**src/rtl/lzd_denorm48_pkg.sv**
```systemverilog
`default_nettype none
// ============================================================================
// Module      : lzd_denorm48_pkg
// Description : Shared constants for the 48-bit right-shift denormalizer.
//               WIDTH/CNTW/NSTAGE describe the fixed datapath; P_MAX is the
//               largest shift that can still leave a nonzero result.
// Revision    : 1.0 - initial release
// ============================================================================
package lzd_denorm48_pkg;

  localparam logic TRUE   = 1'b1;
  localparam logic FALSE  = 1'b0;

  localparam int   WIDTH  = 48;
  localparam int   CNTW   = 6;
  localparam int   NSTAGE = 3;
  localparam int   P_MAX  = WIDTH - 1;

endpackage : lzd_denorm48_pkg
`default_nettype wire

```
**src/rtl/lzd_denorm48_denorm_stage.sv**
```systemverilog
`default_nettype none
// ============================================================================
// Module      : denorm_stage
// Description : One pipeline stage of the denormalizer. Shifts the data right
//               by sel*SHIFT_UNIT, where sel is the P_BITS-wide slice of p
//               sitting at bit log2(SHIFT_UNIT), and ORs the dropped bits into
//               the carried sticky. Registers data/sticky/p/nz/valid with a
//               local load-or-hold handshake.
// Ports       : clk, reset          - clock, async active-high reset
//               valid_i / ready_o   - upstream handshake
//               data_i, sticky_i, p_i, nz_i - upstream beat
//               valid_o / ready_i   - downstream handshake
//               data_o, sticky_o, p_o, nz_o - registered beat
// Revision    : 1.0 - initial release
// ============================================================================
module denorm_stage
  import lzd_denorm48_pkg::*;
#(
  parameter int SHIFT_UNIT = 16,
  parameter int P_BITS     = 2
) (
  input  logic             clk,
  input  logic             reset,
  input  logic             valid_i,
  output logic             ready_o,
  input  logic [WIDTH-1:0] data_i,
  input  logic             sticky_i,
  input  logic [CNTW-1:0]  p_i,
  input  logic             nz_i,
  output logic             valid_o,
  input  logic             ready_i,
  output logic [WIDTH-1:0] data_o,
  output logic             sticky_o,
  output logic [CNTW-1:0]  p_o,
  output logic             nz_o
);

  localparam int NOPT  = 1 << P_BITS;
  localparam int P_LSB = $clog2(SHIFT_UNIT);

  logic [NOPT-1:0][WIDTH-1:0] w_shifted;
  logic [NOPT-1:0]            w_dropped;
  logic [P_BITS-1:0]          w_sel;
  logic                       w_load;

  logic [WIDTH-1:0]           data_d;
  logic                       sticky_d;

  logic                       valid_q;
  logic [WIDTH-1:0]           data_q;
  logic                       sticky_q;
  logic [CNTW-1:0]            p_q;
  logic                       nz_q;

  assign w_sel = p_i[P_LSB +: P_BITS];

  // Each candidate shifts data into the upper half of a double-width word; the
  // lower half then holds exactly the bits that fell off, which also covers a
  // full-width shift (everything dropped, result zero).
  generate
    for (genvar i = 0; i < NOPT; i++) begin : g_opt
      logic [2*WIDTH-1:0] w_wide;
      assign w_wide       = {data_i, {WIDTH{1'b0}}} >> (i * SHIFT_UNIT);
      assign w_shifted[i] = w_wide[2*WIDTH-1:WIDTH];
      assign w_dropped[i] = |w_wide[WIDTH-1:0];
    end
  endgenerate

  // A zero-flagged beat is forced to data 0 / sticky 0 regardless of payload.
  always_comb begin
    data_d   = '0;
    sticky_d = 1'b0;
    if (nz_i) begin
      data_d   = w_shifted[w_sel];
      sticky_d = sticky_i | w_dropped[w_sel];
    end
  end

  assign w_load  = !valid_q || ready_i;
  assign ready_o = w_load;

  always_ff @(posedge clk or posedge reset) begin
    if (reset) begin
      valid_q  <= 1'b0;
      data_q   <= '0;
      sticky_q <= 1'b0;
      p_q      <= '0;
      nz_q     <= 1'b0;
    end else if (w_load) begin
      valid_q <= valid_i;
      // Payload only moves with a real beat so a bubble never disturbs it.
      if (valid_i) begin
        data_q   <= data_d;
        sticky_q <= sticky_d;
        p_q      <= p_i;
        nz_q     <= nz_i;
      end
    end
  end

  assign valid_o  = valid_q;
  assign data_o   = data_q;
  assign sticky_o = sticky_q;
  assign p_o      = p_q;
  assign nz_o     = nz_q;

endmodule : denorm_stage
`default_nettype wire

```
**src/rtl/lzd_denorm48.sv**
```systemverilog
`default_nettype none
// ============================================================================
// Module      : lzd_denorm48
// Description : Three-stage pipelined right-shift denormalizer (inverse of the
//               48-bit LZD). out_data = in_mant >> in_p, out_sticky = OR of the
//               shifted-out bits, out_zero = (out_data == 0). Elastic
//               valid/ready, one beat per cycle, 3-cycle latency.
// Ports       : clk, reset                     - clock, async active-high reset
//               in_valid/in_ready              - input handshake
//               in_mant, in_p, in_nz           - mantissa, shift, LZD valid
//               out_valid/out_ready            - output handshake
//               out_data, out_sticky, out_zero - result
// Revision    : 1.0 - initial release
// ============================================================================
module lzd_denorm48
  import lzd_denorm48_pkg::*;
(
  input  logic             clk,
  input  logic             reset,
  input  logic             in_valid,
  output logic             in_ready,
  input  logic [WIDTH-1:0] in_mant,
  input  logic [CNTW-1:0]  in_p,
  input  logic             in_nz,
  output logic             out_valid,
  input  logic             out_ready,
  output logic [WIDTH-1:0] out_data,
  output logic             out_sticky,
  output logic             out_zero
);

  // Index k is the input side of stage k; index NSTAGE is the output port.
  logic             st_valid  [NSTAGE+1];
  logic             st_ready  [NSTAGE+1];
  logic [WIDTH-1:0] st_data   [NSTAGE+1];
  logic             st_sticky [NSTAGE+1];
  logic [CNTW-1:0]  st_p      [NSTAGE+1];
  logic             st_nz     [NSTAGE+1];
  logic             w_p_unused;

  assign st_valid[0]      = in_valid;
  assign st_data[0]       = in_mant;
  assign st_sticky[0]     = FALSE;
  assign st_p[0]          = in_p;
  assign st_nz[0]         = in_nz;
  assign st_ready[NSTAGE] = out_ready;
  assign in_ready         = st_ready[0];

  // Stage k consumes p bits [5-2k:4-2k], i.e. shift units of 16, 4, 1.
  generate
    for (genvar k = 0; k < NSTAGE; k++) begin : g_stage
      localparam int SHIFT_UNIT_K = 1 << (2 * (NSTAGE - 1 - k));
      denorm_stage #(
        .SHIFT_UNIT (SHIFT_UNIT_K),
        .P_BITS     (2)
      ) u_stage (
        .clk      (clk),
        .reset    (reset),
        .valid_i  (st_valid[k]),
        .ready_o  (st_ready[k]),
        .data_i   (st_data[k]),
        .sticky_i (st_sticky[k]),
        .p_i      (st_p[k]),
        .nz_i     (st_nz[k]),
        .valid_o  (st_valid[k+1]),
        .ready_i  (st_ready[k+1]),
        .data_o   (st_data[k+1]),
        .sticky_o (st_sticky[k+1]),
        .p_o      (st_p[k+1]),
        .nz_o     (st_nz[k+1])
      );
    end
  endgenerate

  // Every bit of p has been consumed by the time a beat leaves the last stage.
  assign w_p_unused = ^st_p[NSTAGE];

  assign out_valid  = st_valid[NSTAGE];
  assign out_data   = st_data[NSTAGE];
  assign out_sticky = st_sticky[NSTAGE];
  // nz_q is 0 out of reset, so this also gives the reset value of 1.
  assign out_zero   = !st_nz[NSTAGE] || (st_data[NSTAGE] == '0);

endmodule : lzd_denorm48
`default_nettype wire

```
**config.mk**
```make
export PLATFORM = sky130hd
export DESIGN_NAME = lzd_denorm48
export DESIGN_NICKNAME = d
export VERILOG_FILES = /design/src/rtl/lzd_denorm48_pkg.sv /design/src/rtl/lzd_denorm48_denorm_stage.sv /design/src/rtl/lzd_denorm48.sv
export SDC_FILE = /design/constraint.sdc
export NUM_CORES = 1
export LEC_CHECK = 0
export ABC_AREA = 1
export CAP_MARGIN = 0
export CORE_UTILIZATION = 40
export CTS_CLUSTER_SIZE = 40
export DETAILED_ROUTE_END_ITERATION = 7
export DONT_BUFFER_PORTS = 1
export SYNTH_ARGS = -nofsm -noshare
export SYNTH_HDL_FRONTEND = slang
export SYNTH_SLANG_ARGS = --single-unit
export TNS_END_PERCENT = 5
```
**constraint.sdc**
```tcl
create_clock -name clk -period 5.7 [get_ports clk]
set_input_delay 1.14 -clock clk [delete_from_list [all_inputs] [get_ports clk]]
set_output_delay 1.14 -clock clk [all_outputs]
set_load 0.05 [all_outputs]
```
==> results.cfg, run 1 <==
[outcome]
outcome = completed

[floorplanning]
die_area_sq_mm = 0.0228
die_h_microns = 151
initial_core_util_pct = 40.8
io_pins = 111
rows = 54
coreArea_sq_mm = 0.0218
dieWidth_microns = 151

[yosys]
synthSimpleGateAreaFrac_pct = 21.6
async_reset_ff_share_pct = 100
synth_flop_cell = dfrtp_1
yosys.cell_types.count = 33
synthesis.nets = 1214
synth_top_family_by_area = simple AND/OR/NAND/NOR gates
synth_top_area_cell = dfrtp_1
yosysSeqAreaShare_pct = 44.9
syn_avg_cell_area_sq_um = 7.68
synthAdderAreaFrac_pct = 0
synth_compound_area_share_pct = 19.6
synth_xor_area_share_pct = 0
yosys.area.top_type_share_pct = 44.9
yosysMostFrequentCell = nand2_1
synth-seq-cells = 159
synthMuxAreaShare_pct = 3.39
synth_common_cells = 309 x nand2_1, 159 x dfrtp_1, 131 x o21ai_0, 117 x inv_1, 68 x nor2_1
yosys_warnings = 0
yosys-top-cells-area = dfrtp_1 45%, nand2_1 13%, o21ai_0 7.4%
synthesis.area_sq_mm = 0.00887
syn_inst = 1155
synth-edff-count = 0

[timing]
fin_crit_sh_pct = 56.8
setup_viol = 0
clock_skew_ns = 0.00721
finalHoldViolCount = 0
worst_slew_pin_slew_ns = 1.14
rsz0062_at_grt = no
fmax_ghz = 0.309
drv_slew = 0
fin_ws_ns = 2.46
period_needed_ns = 3.24
fin_tns_setup_ns = 0
worst_slew_margin_rel_pct = 23.9

[setup_path]
slowest_delay_ns = 0.58
cp_cell_sequence = nor4_1 -> nand2_1 -> nor2_1 -> nand2_1 -> nand2_1
cpMostUsedCell = nand2_1
critPathMaxFanout = 3
worst_path_max_delay_cell = dfrtp_1
worst-setup-path-type = flop to output port
critPathLaunchType = flop
arrival_ns = 2.10
crit_path_end_kind = output port
required_ns = 4.56

[detailed_routing]
drtIter0Drc = 604
drcViolationCount = 0
ant_nets = 0
via_count = 7578
first_pass_iters = 5
post_drt_wl_per_cell_microns = 17.1
wirelength_mm = 23.9
vias_per_cell = 5.44

[pwr]
power_frac_seq_pct = 47.3
p_leak_nw = 4.25
powerDensity_mw_per_mm2 = 466
clkPwrFrac_pct = 24.3
p_int_w = 0.00237
power_switching_w = 0.00199
ir_drop_mv = 0.187
pwr-share-comb_pct = 28.4
power_switching_share_pct = 45.6

[placed_design]
place_inst = 1360
gp_congestion = 0.871
dp_slack_ns = 2.33
dpl.hpwl_mm = 17.4
portBuffers = 0
placed_area_sq_mm = 0.00882

[layout]
instances_no_fill = 1392
num_antenna_cells = 0
area_delta_synth_final_pct = 5.51
drive_gt1_share_pct = 5.85
nets = 1158
design_area_sq_mm = 0.00936

[hold_path]
hold_path_class = flop to flop

[flow_run]
maxCapViolations = 0

[clock_tree]
path_clk_slew_ns = 0.06
cts_max_level = 4
clock-sinks = 159
postCtsHoldBufs = 0
clock_path_buffers = 2
cts-root-buf = clkbuf_16
cts_setup_buffers = 0
cts_tree = built
worstSkewPairLatency_ns = 0.43
postCtsResizedCells = 0
cts_buffers = 17

[grt]
overflow = 0
antenna_found_initial = 0
grt_pass1_vias = 6994
grt.total_usage_pct = 22.0
grt_pass1_wl_mm = 37.9
grt_max_degree = 64
[flip-flops by register name, indices dropped and copies added (netlist names)]
signal / cells
g_stage.u_stage.data_o: 144
g_stage.u_stage.p_o: 6
g_stage.u_stage.nz_o: 3
g_stage.u_stage.sticky_o: 3
g_stage.u_stage.valid_o: 3
[power by group through the flow]
stage	Sequential [W]	Clock, W	Combinational [W]
finish	0.00206	0.00106	0.00124
CTS	0.00207	0.00107	0.00124
floorplan	0.00202	0	0.00105
detailed placement	0.00209	0	0.00124
global route	0.00211	0.00113	0.00141
global placement	0.00208	0	0.00122
[worst max-delay path: cells and delay by family, from the launching register on]
family,cells,cell delay [ns]
and+or+nand+nor,5,1.10
DFF,1,0.58
[final timing paths]
| path | to | slack [ns] | cells after the start | start |
|---|---|---|---|---|
| worst max register to register | g_stage[0].u_stage.nz_o | 2.69 | 5 | g_stage[2].u_stage.valid_o |
| worst min register to register | g_stage[1].u_stage.sticky_o | 0.48 | 2 | g_stage[1].u_stage.sticky_o |
| min in group asynchronous | g_stage[0].u_stage.data_o[21] | 0.60 | 1 | reset |
| worst max-delay path | out_zero | 2.46 | 5 | g_stage[2].u_stage.data_o[20] |
| max in group asynchronous | g_stage[2].u_stage.data_o[39] | 3.93 | 2 | reset |
| worst min-delay path | g_stage[1].u_stage.sticky_o | 0.48 | 2 | g_stage[1].u_stage.sticky_o |
[cells in the final DEF, fill, tap and decap left out, types with 2 or more instances in the layout]
cell,count
nand2_1,309
dfrtp_1,157
o21ai_0,131
inv_1,116
nor2_1,68
nand3_1,61
o22ai_1,53
a21oi_1,37
mux2i_1,30
o211ai_1,19
clkbuf_16,17
a31oi_1,16
nand4_1,15
o21ai_1,13
o31ai_2,13
o31ai_1,11
buf_4,10
clkbuf_1,5
nor4_1,4
clkinv_2,4
inv_2,3
nand2_2,2
inv_6,2
clkinvlp_4,2
clkinv_4,2
dfrtp_2,2
[stage by stage]
stage | power [W] | hold WS [ns] | utilization [%]
floorplan | 0.00306 | 0.449 | -
global placement | 0.00331 | 0.468 | 40.6
detailed placement | 0.00333 | 0.467 | 40.6
CTS | 0.00439 | 0.484 | 43.0
global route | 0.00465 | 0.506 | 43.0
finish | 0.00436 | 0.479 | 43.0
[kinds of logic after synthesis]
group           count (synthesis)
flops                         159
compound gates                294
simple gates                  466
mux                            30
buf+inv                       206
[area by class of cell]
cell class / count / area (sq um)
inverters: 121 / 462
clock inverters: 10 / 91.3
flip-flops and latches: 159 / 3980
fillers: 2229 / 12400
repair buffers: 10 / 75.1
multi-input cells: 790 / 3960
well taps: 280 / 350
clock buffers: 22 / 444
[routing by layer]
layer / vias up / GRT usage, % / part of all wire (%)
li1: 3737 / - / -
met1: 3579 / 32.7 / 49
met2: 237 / 31.5 / 43
met3: 25 / 4.49 / 6.2
met4: 0 / 7.15 / 1.6
met5: - / 0 / 0
Note: power is estimated with default switching activity, not from simulation.
==> run 2: changes to the inputs <==
==> constraint.sdc (replaced) <==
create_clock -name clk -period 2.7 [get_ports clk]
set_input_delay 0.54 -clock clk [delete_from_list [all_inputs] [get_ports clk]]
set_output_delay 0.54 -clock clk [all_outputs]
set_load 0.05 [all_outputs]
==> results.cfg, run 2 (synthesis gave the netlist of run 1 again) <==
[grt]
antenna_found_initial = 0
grt_pass1_wl_mm = 37.7
grt_max_degree = 57
grt_pass1_vias = 7115
overflow = 0
grt.total_usage_pct = 21.6

[setup_path]
critPathLaunchType = flop
rrSetupSlack_ns = 0.68
rr_worst_depth = 6
timing.rr.end = g_stage[0].u_stage.data_o[12]
crit_path_end_kind = output port
required_ns = 2.16
worst-setup-path-type = flop to output port
arrival_ns = 2.04
crit_start = g_stage[2].u_stage.data_o[23]
timing.rr.start = g_stage[2].u_stage.valid_o
critPathMaxFanout = 3

[pwr]
power_switching_w = 0.00423
power_switching_share_pct = 43.5
p_leak_nw = 4.46
power_frac_seq_pct = 42.2
ir_drop_mv = 0.506
pwr-share-comb_pct = 31.3
powerDensity_mw_per_mm2 = 999
p_int_w = 0.00551
clkPwrFrac_pct = 26.5

[layout]
area_delta_synth_final_pct = 9.83
drive_gt1_share_pct = 8.52
layout_common_cells = 309 x nand2_1, 157 x dfrtp_1, 131 x o21ai_0
num_antenna_cells = 0
finish.utilization_pct = 44.8
design_area_sq_mm = 0.00974
nets = 1185
fill_cells = 2184
largest_register_ffs = 144
final_common_cell = nand2_1

[detailed_routing]
wl_met2_mm = 10.3
drtIter0Drc = 644
ant_nets = 0
first_pass_iters = 5
wl_met1_mm = 11.4
vias_per_cell = 5.38
drcViolationCount = 0
top_layer = met4
via_count = 7641
dr_wl_met3_mm = 1.61
wirelength_mm = 23.6
post_drt_wl_per_cell_microns = 16.6

[placed_design]
placed_area_sq_mm = 0.00910
dpl.hpwl_mm = 17.7
portBuffers = 0
gp_congestion = 0.855

[outcome]
outcome = completed

[timing]
timing.hold.ws_ns = 0.0518
fin_crit_sh_pct = 95.4
worst_slew_margin_rel_pct = 43.5
finalHoldViolCount = 0
period_needed_ns = 2.58
clock_skew_ns = 0.00695
setup_viol = 0
fmax_ghz = 0.388
drv_slew = 0
fin_tns_setup_ns = 0
rsz0062_at_grt = no
worst_slew_pin_slew_ns = 0.847

[clock_tree]
clock-sinks = 159
cts-root-buf = clkbuf_16
postCtsHoldBufs = 0
clock_path_buffers = 2
path_clk_slew_ns = 0.06
cts_setup_buffers = 0
cts_buffers = 17
cts_max_level = 4
postCtsResizedCells = 0
cts_tree = built
worstSkewPairLatency_ns = 0.43

[floorplanning]
initial_core_util_pct = 40.8
dieWidth_microns = 151
die_h_microns = 151
io_pins = 111
coreArea_sq_mm = 0.0218
die_area_sq_mm = 0.0228
rows = 54

[hold_path]
hold_path_class = input port to async pin

[flow_run]
maxCapViolations = 0
run 2: layout make-up:
type	instances	area (sq um)	share of cell area [%]
multi-input cells	790	3960	40.6
clock inverters	10	148	1.52
flip-flops and latches	159	3980	40.9
clock buffers	22	494	5.07
inverters	121	460	4.73
well taps	280	350	3.60
repair buffers	37	353	3.62
run 2: worst max path at each step:
stage / slack [ns] / end / cells after the start
floorplan: 0.15 / g_stage[0].u_stage.data_o[0] / 1
global placement: 0.54 / out_zero / 5
detailed placement: 0.53 / out_zero / 5
CTS: 0.07 / out_zero / 5
global route: 0.01 / out_zero / 7
finish: 0.12 / out_zero / 5
run 2: worst max-delay path, cell delays in order, from the launching register on:
cell,delay (ns)
dfrtp_1,0.57
nor4_1,0.36
nand2_1,0.15
nor2_1,0.14
nand2_1,0.05
nand2_1,0.35
run 2: power groups by stage:
stage               Sequential, W  Combinational (W)  Clock (W)
CTS                       0.00412            0.00306    0.00263
detailed placement        0.00416            0.00304          0
global route              0.00421            0.00342    0.00275
finish                    0.00411            0.00304    0.00258
floorplan                 0.00426            0.00221          0
global placement          0.00414            0.00302          0
run 2: through the flow:
step	instances	power, W	setup WS, ns
2_1_floorplan	1155	0.00647	0.145
3_3_place_gp	1387	0.00716	0.536
3_5_place_dp	1387	0.00721	0.530
4_1_cts	1419	0.00981	0.0661
5_1_grt	1419	0.0104	0.0139
6_report	1419	0.00974	0.124
run 2: routing by layer:
metal / global-route usage [%] / vias to the layer above
li1: - / 3789
met2: 32.1 / 244
met4: 5.90 / 0
met1: 31.3 / 3585
met5: 0 / -
met3: 4.88 / 23
